## config.mk

```make
export PLATFORM = sky130hd
export DESIGN_NAME = alu_nibble_sequencer
export DESIGN_NICKNAME = d
export VERILOG_FILES = /design/src/rtl/alu_nibble_sequencer.sv
export SDC_FILE = /design/constraint.sdc
export NUM_CORES = 1
export LEC_CHECK = 0
export BUFFER_PORTS_ARGS = -buffer_cell sky130_fd_sc_hd__buf_2
export CORE_MARGIN = 2
export CORE_UTILIZATION = 47
export CTS_CLUSTER_DIAMETER = 120
export CTS_CLUSTER_SIZE = 30
export DETAILED_ROUTE_END_ITERATION = 6
export PLACE_DENSITY = 0.76
export RECOVER_POWER = 50
export SLEW_MARGIN = 15
export SYNTH_ARGS = -nofsm -noshare
export SYNTH_HDL_FRONTEND = slang
export SYNTH_SLANG_ARGS = --single-unit
```

## constraint.sdc

```tcl
create_clock -name clock -period 1.46 [get_ports clock]
set_input_delay 0.073 -clock clock [delete_from_list [all_inputs] [get_ports clock]]
set_output_delay 0.073 -clock clock [all_outputs]
set_load 0.005 [all_outputs]
```

## src/rtl/alu_nibble_sequencer.sv

```systemverilog
// Drives a 16-bit operation through one external 4-bit 74181-style ALU, one nibble per
// cycle (LSB first), rippling the active-low carry and assembling result, carry and zero.
module alu_nibble_sequencer (
    input  logic        clock,
    input  logic        reset_n,
    input  logic        start,
    input  logic [15:0] operand_a,
    input  logic [15:0] operand_b,
    input  logic [3:0]  select,
    input  logic        mode_control,
    input  logic        carry_in,
    output logic [3:0]  alu_a,
    output logic [3:0]  alu_b,
    output logic [3:0]  alu_select,
    output logic        alu_mode_control,
    output logic        alu_carry_in,
    input  logic [3:0]  alu_function_output,
    input  logic        alu_carry_out,
    input  logic        alu_comparator_output,
    output logic        busy,
    output logic        done,
    output logic [15:0] result,
    output logic        carry_out,
    output logic        zero
);

    localparam logic [1:0] IDLE = 2'd0;
    localparam logic [1:0] RUN  = 2'd1;
    localparam logic [1:0] DONE = 2'd2;

    logic [1:0]  state;
    logic [1:0]  idx;
    logic [15:0] a_reg;
    logic [15:0] b_reg;
    logic        zero_acc;
    logic [1:0]  idx_next;
    logic        zero_next;

    function automatic logic [3:0] get_nibble(input logic [15:0] word, input logic [1:0] n);
        logic [3:0] nib;
        case (n)
            2'd0:    nib = word[3:0];
            2'd1:    nib = word[7:4];
            2'd2:    nib = word[11:8];
            default: nib = word[15:12];
        endcase
        return nib;
    endfunction

    function automatic logic [15:0] put_nibble(input logic [15:0] word, input logic [1:0] n,
                                               input logic [3:0] nib);
        logic [15:0] w;
        w = word;
        case (n)
            2'd0:    w[3:0]   = nib;
            2'd1:    w[7:4]   = nib;
            2'd2:    w[11:8]  = nib;
            default: w[15:12] = nib;
        endcase
        return w;
    endfunction

    assign idx_next  = idx + 2'd1;
    assign zero_next = zero_acc & alu_comparator_output;

    assign busy = (state == RUN);
    assign done = (state == DONE);

    // The alu_* registers are the nibble drive itself; they are only reloaded while
    // another nibble remains, so they hold their last values once the run ends.
    always_ff @(posedge clock) begin
        if (!reset_n) begin
            state            <= IDLE;
            idx              <= 2'd0;
            a_reg            <= 16'h0000;
            b_reg            <= 16'h0000;
            zero_acc         <= 1'b0;
            result           <= 16'h0000;
            carry_out        <= 1'b1;
            zero             <= 1'b0;
            alu_a            <= 4'h0;
            alu_b            <= 4'h0;
            alu_select       <= 4'h0;
            alu_mode_control <= 1'b0;
            alu_carry_in     <= 1'b1;
        end else begin
            case (state)
                RUN: begin
                    result   <= put_nibble(result, idx, alu_function_output);
                    zero_acc <= zero_next;
                    idx      <= idx_next;
                    if (idx == 2'd3) begin
                        state     <= DONE;
                        carry_out <= alu_carry_out;
                        zero      <= zero_next;
                    end else begin
                        alu_a        <= get_nibble(a_reg, idx_next);
                        alu_b        <= get_nibble(b_reg, idx_next);
                        alu_carry_in <= alu_carry_out;
                    end
                end
                default: begin
                    // IDLE and DONE both accept a new request, which gives gap-free chaining
                    if (start) begin
                        state            <= RUN;
                        idx              <= 2'd0;
                        zero_acc         <= 1'b1;
                        a_reg            <= operand_a;
                        b_reg            <= operand_b;
                        alu_a            <= operand_a[3:0];
                        alu_b            <= operand_b[3:0];
                        alu_select       <= select;
                        alu_mode_control <= mode_control;
                        alu_carry_in     <= carry_in;
                    end else begin
                        state <= IDLE;
                    end
                end
            endcase
        end
    end

endmodule

```

==> flow_metrics.tcl <==
set metrics [dict create \
    cp_cell_sequence "inv_1 -> ha_1 -> buf_4 -> a221o_1 -> a21oi_2" \
    post_drt_wl_per_cell_um 13.4 \
    synthDistinctLibCells 33 \
    reg2regPathDepth 5 \
    grt_pass1_vias 2680 \
    maxSlewHeadroom 0.783 \
    slowest_delay_ns 0.38 \
    cts_buffer_depth 2 \
    antenna_cells 0 \
    power_density_nw_per_um2 989 \
    die_width_um 83.6 \
    yosysTopAreaCell "dfxtp_1" \
    ys_seq_area_frac 0.464 \
    cp.depth 5 \
    synth_area_sq_um 2980 \
    dp_hpwl_um 4700 \
    cts-root-buf "clkbuf_8" \
    p_leak_nw 1.66 \
    grt_max_degree 70 \
    fp-row-count 29 \
    min_period_ns 1.41 \
    path_buf_inv 2 \
    finalNetCount 524 \
    skew_ns 0.00770 \
    grt_pass1_wl_um 12300 \
    ys_ff_latch 69 \
    rsz0062_at_grt "yes" \
    die_area_sq_um 6990 \
    fin_crit_sh 0.968 \
    fin_ws_ns 0.0472 \
    viasPerCell 5.12 \
    cp.arrival_ns 1.69 \
    gp_congestion 0.838 \
    synthTopCellsByCount "nand2_1, dfxtp_1, a21boi_1" \
    htree_levels 3 \
    min_path_cells 3 \
    grt_overflow 0 \
    port_buffers 80 \
    core_sq_um 6240 \
    end_kind "register" \
    drive_gt1_frac 0.275 \
    wl_um 7440 \
    start_util 0.477 \
    avgSynthCellArea_sq_um 8.54 \
    critPathKind "reg2reg" \
    antenna_left 0 \
    startpoint_type "register" \
    cp_data_required_time_ns 1.74 \
    crit_family "compound AO/OA/AOI/OAI gates" \
    clock.fmax_mhz 708 \
    clk_pin_slew_worst_paths_ns 0.07 \
    slowest_stage "dfxtp_2" \
    area_growth_pct 37.1 \
    yosys-top-cells-area "dfxtp_1, nand2_1, a21boi_1, a21boi_0, a221o_1" \
    yosysWarnings 0 \
    synth_most_common_cell "nand2_1" \
    post-route-util 0.654 \
    syn_nets 401 \
    cts_setup_buffers 0 \
    first_pass_iters 5 \
    whs_ns 0.0312 \
    antenna_found_initial 0 \
    drc 0 \
    place_ws_ns 0.0122 \
    grt_usage 0.217 \
    io_pins 81 \
    synth_edf_count 0 \
    finalSetupViolCount 0 \
    die_h_um 83.6 \
    peakVddDrop_v 0.000520 \
    num_vias 2837 \
    cts_tree "built" \
    clk_latency_ns 0.34 \
    hold_violations 0 \
    drv_cap 0 \
    clock_sinks 69 \
    async_flop_share 0 \
    ys.flop_type "dfxtp_1" \
    slew_viol_final 0 \
    synth_top_area_frac 0.464 \
    drt-initial-drc-count 151 \
    cts_buffers 9 \
    path_max_fanout 8 \
    status "finished, final reports clean" \
    hold_class "in2reg" \
    syn_inst 349 \
    tightest_slew_ns 0.325 \
]
worst paths after layout:
kind | startpoint | endpoint | slack, ns
max | idx[0] | alu_b[0] | 0.05
min | alu_function_output[0] | result[12] | 0.03
max reg2reg | idx[0] | alu_b[0] | 0.05
min reg2reg | a_reg[15] | a_reg[15] | 0.46
cells in the final DEF (no fill, tap or decap), types with 2 or more instances in the layout:
cell type      instances
nand2_1              103
nor3_1                 2
clkbuf_8              11
buf_4                 11
a21boi_0              26
nor2b_1                2
inv_1                  9
a221o_1                8
inv_2                  2
dlygate4sd3_1         40
a21oi_2                8
buf_12                 2
a22oi_1                8
clkinv_2               3
dfxtp_1               68
ha_1                   2
nand3_1               14
clkbuf_1               9
o21ai_2                8
ha_2                   3
buf_2                 72
buf_6                  2
and3_1                 2
a21boi_1              29
o21ai_0                9
a21oi_1                9
worst reg2reg max path: stages (launching register included):
cell     delay [ns]
dfxtp_2        0.38
inv_1          0.09
ha_1           0.24
buf_4          0.18
a221o_1        0.36
a21oi_2        0.11
per-layer routing:
layer	track usage	up-vias	share of wire
met5	0	-	0
met4	0.0968	0	0.020
met3	0.0613	16	0.053
met2	0.351	97	0.48
met1	0.270	1302	0.45
li1	-	1422	-
power by group:
part | total, mW | internal, mW | switching, mW
logic | 0.608 | 0.304 | 0.303
clock network | 1.39 | 0.701 | 0.689
registers | 2.04 | 1.98 | 0.0610
cell families (layout without fill, tap and decap cells):
kind of cell    count (synthesis)  count (layout)  share of synthesized area
buf+inv                        36             164                     0.0596
simple gates                  131             131                      0.185
mux                             1               1                    0.00336
fa+ha+maj                       5               5                     0.0210
flops                          69              69                      0.464
compound gates                107             107                      0.267
stage by stage:
stage | std cells | TNS (ns) | area (sq um) | power (mW)
4_1_cts | 554 | 0 | 4080 | 4.07
6_report | 554 | 0 | 4080 | 4.04
3_3_place_gp | 498 | 0 | 3490 | 2.59
2_1_floorplan | 349 | 0 | 2980 | 2.39
3_5_place_dp | 498 | 0 | 3490 | 2.60
5_1_grt | 554 | -0.0363 | 4080 | 4.23
final cells by class:
class | instances | area (sq um)
fillers | 544 | 2160
multi-input cells | 244 | 1440
flip-flops and latches | 69 | 1380
repair buffers | 136 | 941
clock buffers | 12 | 155
well taps | 77 | 96.3
inverters | 12 | 50.0
clock inverters | 4 | 22.5
what timing repair did:
item	CTS	global route
hold buffers	40	0
hold endpoints to repair	40	0
resized for setup	2	7
pin swaps	0	0
endpoints found under the setup margin	8	34
Note: power is estimated with default switching activity, not from simulation.
